<file path="src/rtl/ni_packetizer_pkg.sv">
// Shared constants, flit type codes and helpers for the NI transmit packetizer.
// Flit layout: [31:29] type, [28:1] fields or payload, [0] even parity over [31:1].
package ni_packetizer_pkg;

    localparam int DATA_WIDTH = 32;
    localparam int AXIS       = 4;
    localparam int LEN_W      = 12;
    localparam int ID_W       = 8;
    localparam int PAYLOAD_W  = 28;

    localparam logic [2:0] FLIT_HEADER = 3'b001;
    localparam logic [2:0] FLIT_BODY   = 3'b010;
    localparam logic [2:0] FLIT_TAIL   = 3'b100;

    typedef enum logic [1:0] {
        ST_IDLE = 2'd0,
        ST_BODY = 2'd1,
        ST_TAIL = 2'd2
    } ni_state_t;

    // Header fields: length (payload+1), destination, source, packet id.
    function automatic logic [DATA_WIDTH-1:1] make_header(
        input logic [LEN_W-1:0] len_field,
        input logic [AXIS-1:0]  dst,
        input logic [AXIS-1:0]  src,
        input logic [ID_W-1:0]  id
    );
        return {FLIT_HEADER, len_field, dst, src, id};
    endfunction

    function automatic logic [DATA_WIDTH-1:1] make_payload(
        input logic [2:0]           flit_type,
        input logic [PAYLOAD_W-1:0] data
    );
        return {flit_type, data};
    endfunction

endpackage

</file>
<file path="src/rtl/ni_packetizer_if.sv">
// PE request/payload streams plus router RTS/CTS port, bundled for the packetizer.
interface ni_packetizer_if;
    import ni_packetizer_pkg::*;

    logic                  pkt_valid;
    logic                  pkt_ready;
    logic [AXIS-1:0]       pkt_dst;
    logic [LEN_W-1:0]      pkt_len;
    logic                  word_valid;
    logic                  word_ready;
    logic [PAYLOAD_W-1:0]  word_data;
    logic [DATA_WIDTH-1:0] TX;
    logic                  RTS;
    logic                  CTS;
    logic                  pkt_sent;
    logic                  err_len;

    modport slave (
        input  pkt_valid, pkt_dst, pkt_len, word_valid, word_data, CTS,
        output pkt_ready, word_ready, TX, RTS, pkt_sent, err_len
    );

    modport master (
        output pkt_valid, pkt_dst, pkt_len, word_valid, word_data, CTS,
        input  pkt_ready, word_ready, TX, RTS, pkt_sent, err_len
    );

endinterface

</file>
<file path="src/rtl/ni_flit_reg.sv">
// One-entry output register toward the router: appends parity and runs the RTS/CTS accept.
// The slot is free when empty or when its flit is taken this cycle, so it can refill back-to-back.
module ni_flit_reg
    import ni_packetizer_pkg::*;
(
    input  logic                  clk,
    input  logic                  rst,
    input  logic                  load,
    input  logic [DATA_WIDTH-1:1] load_flit,
    input  logic                  cts,
    output logic [DATA_WIDTH-1:0] tx,
    output logic                  rts,
    output logic                  free,
    output logic                  accept
);

    assign accept = rts && cts;
    assign free   = !rts || cts;

    always_ff @(posedge clk) begin
        if (rst) begin
            tx  <= '0;
            rts <= 1'b0;
        end else if (free) begin
            if (load) begin
                tx  <= {load_flit, ^load_flit};
                rts <= 1'b1;
            end else begin
                rts <= 1'b0;
            end
        end
    end

endmodule

</file>
<file path="src/rtl/ni_packetizer.sv">
// NI transmit side: turns PE packet requests and payload words into header/body/tail flits.
//   state   | meaning
//   ST_IDLE | waiting for a request; header is loaded into the output reg on accept
//   ST_BODY | forwarding body words, remaining counts body words still to send
//   ST_TAIL | next payload word becomes the tail flit
module ni_packetizer
    import ni_packetizer_pkg::*;
#(
    parameter int MAX_PAYLOAD = 4094
) (
    input  logic            clk,
    input  logic            rst,
    input  logic [AXIS-1:0] cur_addr,
    ni_packetizer_if.slave  bus
);

    ni_state_t             state;
    logic [LEN_W-1:0]      remaining;
    logic [ID_W-1:0]       pkt_id;
    logic                  pkt_sent_q;
    logic                  err_len_q;

    logic                  or_free;
    logic                  or_accept;
    logic                  or_load;
    logic [DATA_WIDTH-1:1] or_flit;
    logic [DATA_WIDTH-1:0] tx_q;
    logic                  rts_q;

    logic                  pkt_ready_c;
    logic                  word_ready_c;
    logic                  pkt_acc;
    logic                  word_acc;
    logic                  len_ok;
    logic                  tail_acc;
    logic [ID_W-1:0]       next_id;

    always_comb begin
        pkt_ready_c  = !rst && (state == ST_IDLE) && or_free;
        word_ready_c = !rst && (state != ST_IDLE) && or_free;
        pkt_acc      = bus.pkt_valid && pkt_ready_c;
        word_acc     = bus.word_valid && word_ready_c;
        len_ok       = (bus.pkt_len != '0) && (bus.pkt_len <= LEN_W'(MAX_PAYLOAD));
        tail_acc     = or_accept && (tx_q[DATA_WIDTH-1 -: 3] == FLIT_TAIL);
        // A header loaded on the tail's accepting edge must already carry the bumped id.
        next_id      = pkt_id + ID_W'(tail_acc);
        or_load      = (pkt_acc && len_ok) || word_acc;
        if (state == ST_IDLE) begin
            or_flit = make_header(bus.pkt_len + LEN_W'(1), bus.pkt_dst, cur_addr, next_id);
        end else if (state == ST_TAIL) begin
            or_flit = make_payload(FLIT_TAIL, bus.word_data);
        end else begin
            or_flit = make_payload(FLIT_BODY, bus.word_data);
        end
    end

    always_ff @(posedge clk) begin
        if (rst) begin
            state      <= ST_IDLE;
            remaining  <= '0;
            pkt_id     <= '0;
            pkt_sent_q <= 1'b0;
            err_len_q  <= 1'b0;
        end else begin
            pkt_sent_q <= tail_acc;
            err_len_q  <= pkt_acc && !len_ok;
            pkt_id     <= next_id;
            case (state)
                ST_IDLE: begin
                    if (pkt_acc && len_ok) begin
                        remaining <= bus.pkt_len - LEN_W'(1);
                        state     <= (bus.pkt_len > LEN_W'(1)) ? ST_BODY : ST_TAIL;
                    end
                end
                ST_BODY: begin
                    if (word_acc) begin
                        remaining <= remaining - LEN_W'(1);
                        if (remaining == LEN_W'(1)) begin
                            state <= ST_TAIL;
                        end
                    end
                end
                ST_TAIL: begin
                    if (word_acc) begin
                        state <= ST_IDLE;
                    end
                end
                default: state <= ST_IDLE;
            endcase
        end
    end

    ni_flit_reg u_flit_reg (
        .clk       (clk),
        .rst       (rst),
        .load      (or_load),
        .load_flit (or_flit),
        .cts       (bus.CTS),
        .tx        (tx_q),
        .rts       (rts_q),
        .free      (or_free),
        .accept    (or_accept)
    );

    assign bus.TX         = tx_q;
    assign bus.RTS        = rts_q;
    assign bus.pkt_ready  = pkt_ready_c;
    assign bus.word_ready = word_ready_c;
    assign bus.pkt_sent   = pkt_sent_q;
    assign bus.err_len    = err_len_q;

endmodule
</file>
<file path="src/flat_wrapper.sv">
// flat-port wrapper written by rule: the top's interface ports become plain ports
module ni_packetizer_flat import ni_packetizer_pkg::*;
#(
    parameter int MAX_PAYLOAD = 4094
)
  (clk, rst, cur_addr, bus_pkt_valid, bus_pkt_dst, bus_pkt_len, bus_word_valid, bus_word_data, bus_CTS, bus_pkt_ready, bus_word_ready, bus_TX, bus_RTS, bus_pkt_sent, bus_err_len);
  ni_packetizer_if bus_i ();
  input  logic clk;
  input  logic rst;
  input  logic [AXIS-1:0] cur_addr;
  input wire logic [$bits(bus_i.pkt_valid)-1:0] bus_pkt_valid;
  input wire logic [$bits(bus_i.pkt_dst)-1:0] bus_pkt_dst;
  input wire logic [$bits(bus_i.pkt_len)-1:0] bus_pkt_len;
  input wire logic [$bits(bus_i.word_valid)-1:0] bus_word_valid;
  input wire logic [$bits(bus_i.word_data)-1:0] bus_word_data;
  input wire logic [$bits(bus_i.CTS)-1:0] bus_CTS;
  output wire logic [$bits(bus_i.pkt_ready)-1:0] bus_pkt_ready;
  output wire logic [$bits(bus_i.word_ready)-1:0] bus_word_ready;
  output wire logic [$bits(bus_i.TX)-1:0] bus_TX;
  output wire logic [$bits(bus_i.RTS)-1:0] bus_RTS;
  output wire logic [$bits(bus_i.pkt_sent)-1:0] bus_pkt_sent;
  output wire logic [$bits(bus_i.err_len)-1:0] bus_err_len;
  assign bus_i.pkt_valid = bus_pkt_valid;
  assign bus_i.pkt_dst = bus_pkt_dst;
  assign bus_i.pkt_len = bus_pkt_len;
  assign bus_i.word_valid = bus_word_valid;
  assign bus_i.word_data = bus_word_data;
  assign bus_i.CTS = bus_CTS;
  assign bus_pkt_ready = bus_i.pkt_ready;
  assign bus_word_ready = bus_i.word_ready;
  assign bus_TX = bus_i.TX;
  assign bus_RTS = bus_i.RTS;
  assign bus_pkt_sent = bus_i.pkt_sent;
  assign bus_err_len = bus_i.err_len;
  ni_packetizer #(.MAX_PAYLOAD(MAX_PAYLOAD)) u_core (.clk(clk), .rst(rst), .cur_addr(cur_addr), .bus(bus_i));
endmodule
</file>
<file path="config.mk">
export PLATFORM = sky130hd
export DESIGN_NAME = ni_packetizer_flat
export DESIGN_NICKNAME = d
export VERILOG_FILES = /design/src/rtl/ni_packetizer_pkg.sv /design/src/rtl/ni_packetizer_if.sv /design/src/rtl/ni_flit_reg.sv /design/src/rtl/ni_packetizer.sv /design/src/flat_wrapper.sv
export SDC_FILE = /design/constraint.sdc
export NUM_CORES = 1
export LEC_CHECK = 0
export ABC_AREA = 1
export CAP_MARGIN = 20
export CELL_PAD_IN_SITES_DETAIL_PLACEMENT = 0
export CELL_PAD_IN_SITES_GLOBAL_PLACEMENT = 1
export CORE_AREA = 2 2 131 101
export CTS_CLUSTER_DIAMETER = 60
export DETAILED_ROUTE_END_ITERATION = 12
export DIE_AREA = 0 0 133 103
export MAX_ROUTING_LAYER = met4
export PLACE_DENSITY_LB_ADDON = 0.1
export SLEW_MARGIN = 15
export SYNTH_ARGS = -nofsm -noshare
export SYNTH_HDL_FRONTEND = slang
export SYNTH_SLANG_ARGS = --single-unit
</file>
<file path="constraint.sdc">
create_clock -name clk -period 2.75 [get_ports clk]
set_input_delay 0.4125 -clock clk [delete_from_list [all_inputs] [get_ports clk]]
set_output_delay 0.4125 -clock clk [all_outputs]
set_load 0.05 [all_outputs]
</file>
==> run_results.csv <==
group,metric,value,unit
layout,stdcell_area,6030,µm²
die,floorplan_core_area,12600,µm²
cts,tritoncts,"yes",
setup_path,r2r-start,"u_core.u_flit_reg.tx[31]",
yosys,synth.avg_cell_area,5.96,µm²
layout,num-fill-cells,1261,
placement,place.gp.congestion,0.865,
global_routing,globalRouteOverflowTotal,0,
route,route.detailed.drc,0,
layout,antenna-diode-count,0,
layout,most-common-layout-cells,"243 x sky130_fd_sc_hd__nand2_1, 86 x sky130_fd_sc_hd__clkdlybuf4s50_1, 73 x sky130_fd_sc_hd__inv_1, 62 x sky130_fd_sc_hd__nand3_1, 61 x sky130_fd_sc_hd__nor2_1",
yosys,synth_edf_count,0,
cts,cts-htree-levels,3,
setup_path,critical_path.max_fanout,8,
power,max-vdd-ir-drop,335,µV
global_routing,antenna_found_initial,0,
yosys,number_of_synthesis_warnings,0,
yosys,ys_types,40,
die,placementRows,36,
sta,achievable-frequency,0.397,GHz
setup_path,worst-setup-path-type,"input pin to flip-flop",
global_routing,maximum_number_of_pins_on_one_net_before_global_route_repair,53,
setup_path,reg2reg_to,"u_core.u_flit_reg.tx[0]",
layout,synthToLayoutAreaGrowth,42.1,%
power,p_per_area,641,nW/µm²
setup_path,worst_reg_to_reg_path_cell_count,21,
global_routing,grt_first_pass_wirelength,23000,µm
die,dieArea,13700,µm²
layout,final-instance-count-excl-fill,1015,
sta,layout_min_cycle_time,2520,ps
layout,mostFrequentLayoutCell,"sky130_fd_sc_hd__nand2_1",
route,vias_per_cell,4.80,
setup_path,required,3010,ps
die,io_pins,90,
layout,fin_util,48.0,%
yosys,synthArstFlopShare,0,%
sta,worstMarginPinSlew,556,ps
sta,period_share,91.7,%
yosys,syn-cell-area,4240,µm²
yosys,seq_area_frac_synth,26.9,%
global_routing,globalRouteMet2Util,32.5,%
worst_hold_path,hold_path.class,"input pin to flip-flop",
worst_hold_path,worst_hold_path.endpoint,"u_core.bus.pkt_sent",
placement,portBuffers,89,
layout,combined_area_of_the_multi_input_logic_cells,2720,µm²
global_routing,gr-usage-all-layers,21.9,%
worst_hold_path,holdPathStages,3,
cts,count_of_hold_fix_buffers_inserted_at_cts,0,
worst_hold_path,hp-start,"bus_CTS",
power,post-layout-total-power,3.86,mW
yosys,synth-seq-cells,57,
route,detailedRoute.firstPassIterationCount,5,
global_routing,grt_pass1_vias,4646,
cts,cts-root-to-sink-buffers,2,
sta,maxSlewViolCount,0,
sta,skew,7.55,ps
layout,drive_gt1_share,13.5,%
global_routing,busiest_metal_layer_after_global_routing,"met2",
die,chipHeight,103,µm
global_routing,grt.met1_usage,29.9,%
cts,clk_pin_slew,50,ps
global_routing,gr-usage-met3,5.85,%
sta,setup_violations,0,
yosys,postSynth.topFlopCell,"sky130_fd_sc_hd__dfxtp_1",
route,drt.antenna.violating_nets,0,
setup_path,r2r_slack,320,ps
placement,detailedPlacementHpwl,10700,µm
setup_path,crit_path_launch_type,"input pin",
sta,max_slew_margin,62.8,%
route,totalWireLength,13900,µm
cts,insertion_delay,330,ps
yosys,synth.net_count,774,
layout,storage_element_area,1140,µm²
status,run_status,"completed",
cts,clock-sinks,57,
yosys,count_of_mapped_cells_out_of_synthesis,712,
placement,placedInstanceArea,5650,µm²
route,detailroute.via_count,4870,
route,iter_0_drt_violations,334,
die,initial_core_utilization,33.8,%
sta,finalHoldViolCount,0,
die,chipWidth,133,µm
setup_path,critical_path.endpoint_type,"flip-flop",
route,detail_route.wl_per_cell,13.7,µm
cts,root_buffer,"sky130_fd_sc_hd__clkbuf_16",
cts,cts-buffers-inserted,9,
power,cellLeakagePower,2.85,nW
setup_path,worst_ep_arrival_time,2780,ps
layout,num-nets-final,902,
flow_run,maxCapViolations,0,
placement,dpl.cell_count,999,
worst max-delay path by stage:
stage | to | startpoint
after global placement | u_core.u_flit_reg.tx[0] | bus_CTS
after floorplan | u_core.u_flit_reg.tx[0] | u_core.u_flit_reg.tx[31]
after global routing | u_core.remaining[8] | bus_pkt_len[1]
after detailed placement | u_core.u_flit_reg.tx[0] | bus_CTS
final | u_core.remaining[0] | bus_pkt_len[1]
after CTS | u_core.u_flit_reg.tx[0] | bus_CTS
Yosys cell counts, types with 2 or more instances:
cell                       number  share of area, %
sky130_fd_sc_hd__nand4_1        9               1.3
sky130_fd_sc_hd__nand2_1      247                22
sky130_fd_sc_hd__buf_6          6               1.6
sky130_fd_sc_hd__o21ai_2        2              0.41
sky130_fd_sc_hd__a21oi_1       38               4.5
sky130_fd_sc_hd__nor3_4         2              0.77
sky130_fd_sc_hd__o211ai_1       4              0.71
sky130_fd_sc_hd__buf_2          8              0.94
sky130_fd_sc_hd__o21ai_0       38               4.5
sky130_fd_sc_hd__nor2_1        63               5.6
sky130_fd_sc_hd__o21ai_1        6              0.71
sky130_fd_sc_hd__buf_4          5              0.88
sky130_fd_sc_hd__nand3_2        2              0.47
sky130_fd_sc_hd__nand2_2        7               1.0
sky130_fd_sc_hd__a211oi_1      14               2.5
sky130_fd_sc_hd__xnor2_1        3              0.62
sky130_fd_sc_hd__clkbuf_1       9              0.80
sky130_fd_sc_hd__inv_2          3              0.27
sky130_fd_sc_hd__nand3_1       68               8.0
sky130_fd_sc_hd__or2_1          9               1.3
sky130_fd_sc_hd__dfxtp_1       57                27
sky130_fd_sc_hd__nor3_1         4              0.47
sky130_fd_sc_hd__nor2_2         5              0.74
sky130_fd_sc_hd__xor2_1         5               1.0
sky130_fd_sc_hd__or2_2          2              0.29
sky130_fd_sc_hd__nor4_1         2              0.29
sky130_fd_sc_hd__inv_1         73               6.5
sky130_fd_sc_hd__ha_1           9               2.7
cells by family after synthesis:
kind of cell	synth area share, %
flip-flops	26.9
AO/OA/AOI/OAI	14.8
adder cells (fa/ha/maj)	2.65
buffers and inverters	10.9
XOR/XNOR	1.65
AND/OR/NAND/NOR	43.0
per-stage QoR:
step	setup TNS, ps	hold slack, ps	setup WS [ps]
after floorplan	0	439	210
after global placement	-2010	456	-202
after detailed placement	-821	456	-267
after CTS	0	471	76.6
after global routing	-11.3	447	-11.3
final	0	415	229
metal layers:
layer  up-vias  wire length (µm)
li1       2555                 -
met1      2184              7330
met2       120              5690
met3        11               721
met4         0               154
met5         -                 0
power by group:
group	total, mW	switching [mW]	internal (mW)
combinational	1.74	1.09	0.644
clock	1.13	0.388	0.742
sequential	0.994	0.0702	0.924
repair_timing:
| item | CTS | global route |
|---|---|---|
| buffers inserted | 0 | 1 |
| endpoints found under the setup margin | 0 | 5 |
| resized for setup | 0 | 19 |
worst max-delay path, stage by stage:
cell	delay, ps
sky130_fd_sc_hd__clkdlybuf4s50_1	520
sky130_fd_sc_hd__ha_1	260
sky130_fd_sc_hd__nor4_2	360
sky130_fd_sc_hd__nand4_1	230
sky130_fd_sc_hd__nand2_1	120
sky130_fd_sc_hd__inv_1	70
sky130_fd_sc_hd__nand3_1	120
sky130_fd_sc_hd__nand2_1	90
sky130_fd_sc_hd__nand2_1	100
sky130_fd_sc_hd__nor2_2	40
sky130_fd_sc_hd__inv_1	110
sky130_fd_sc_hd__buf_12	130
sky130_fd_sc_hd__o21ai_0	70
sky130_fd_sc_hd__a21oi_1	130
registers in the layout, summed over array words and instances, names as in the netlist:
name                   count
u_core.u_flit_reg.tx      32
u_core.remaining          12
u_core.pkt_id              8
u_core.state               2
u_core.bus.err_len         1
u_core.bus.pkt_sent        1
u_core.u_flit_reg.rts      1
area by class of cell:
cell class	count	share of cell area, %
clock inverters	3	0.664
flip-flops and latches	57	18.9
clock buffers	12	4.26
inverters	76	4.73
well taps	171	3.55
repair buffers	145	22.8
multi-input cells	551	45.1
Note: power is estimated with default switching activity, not from simulation.
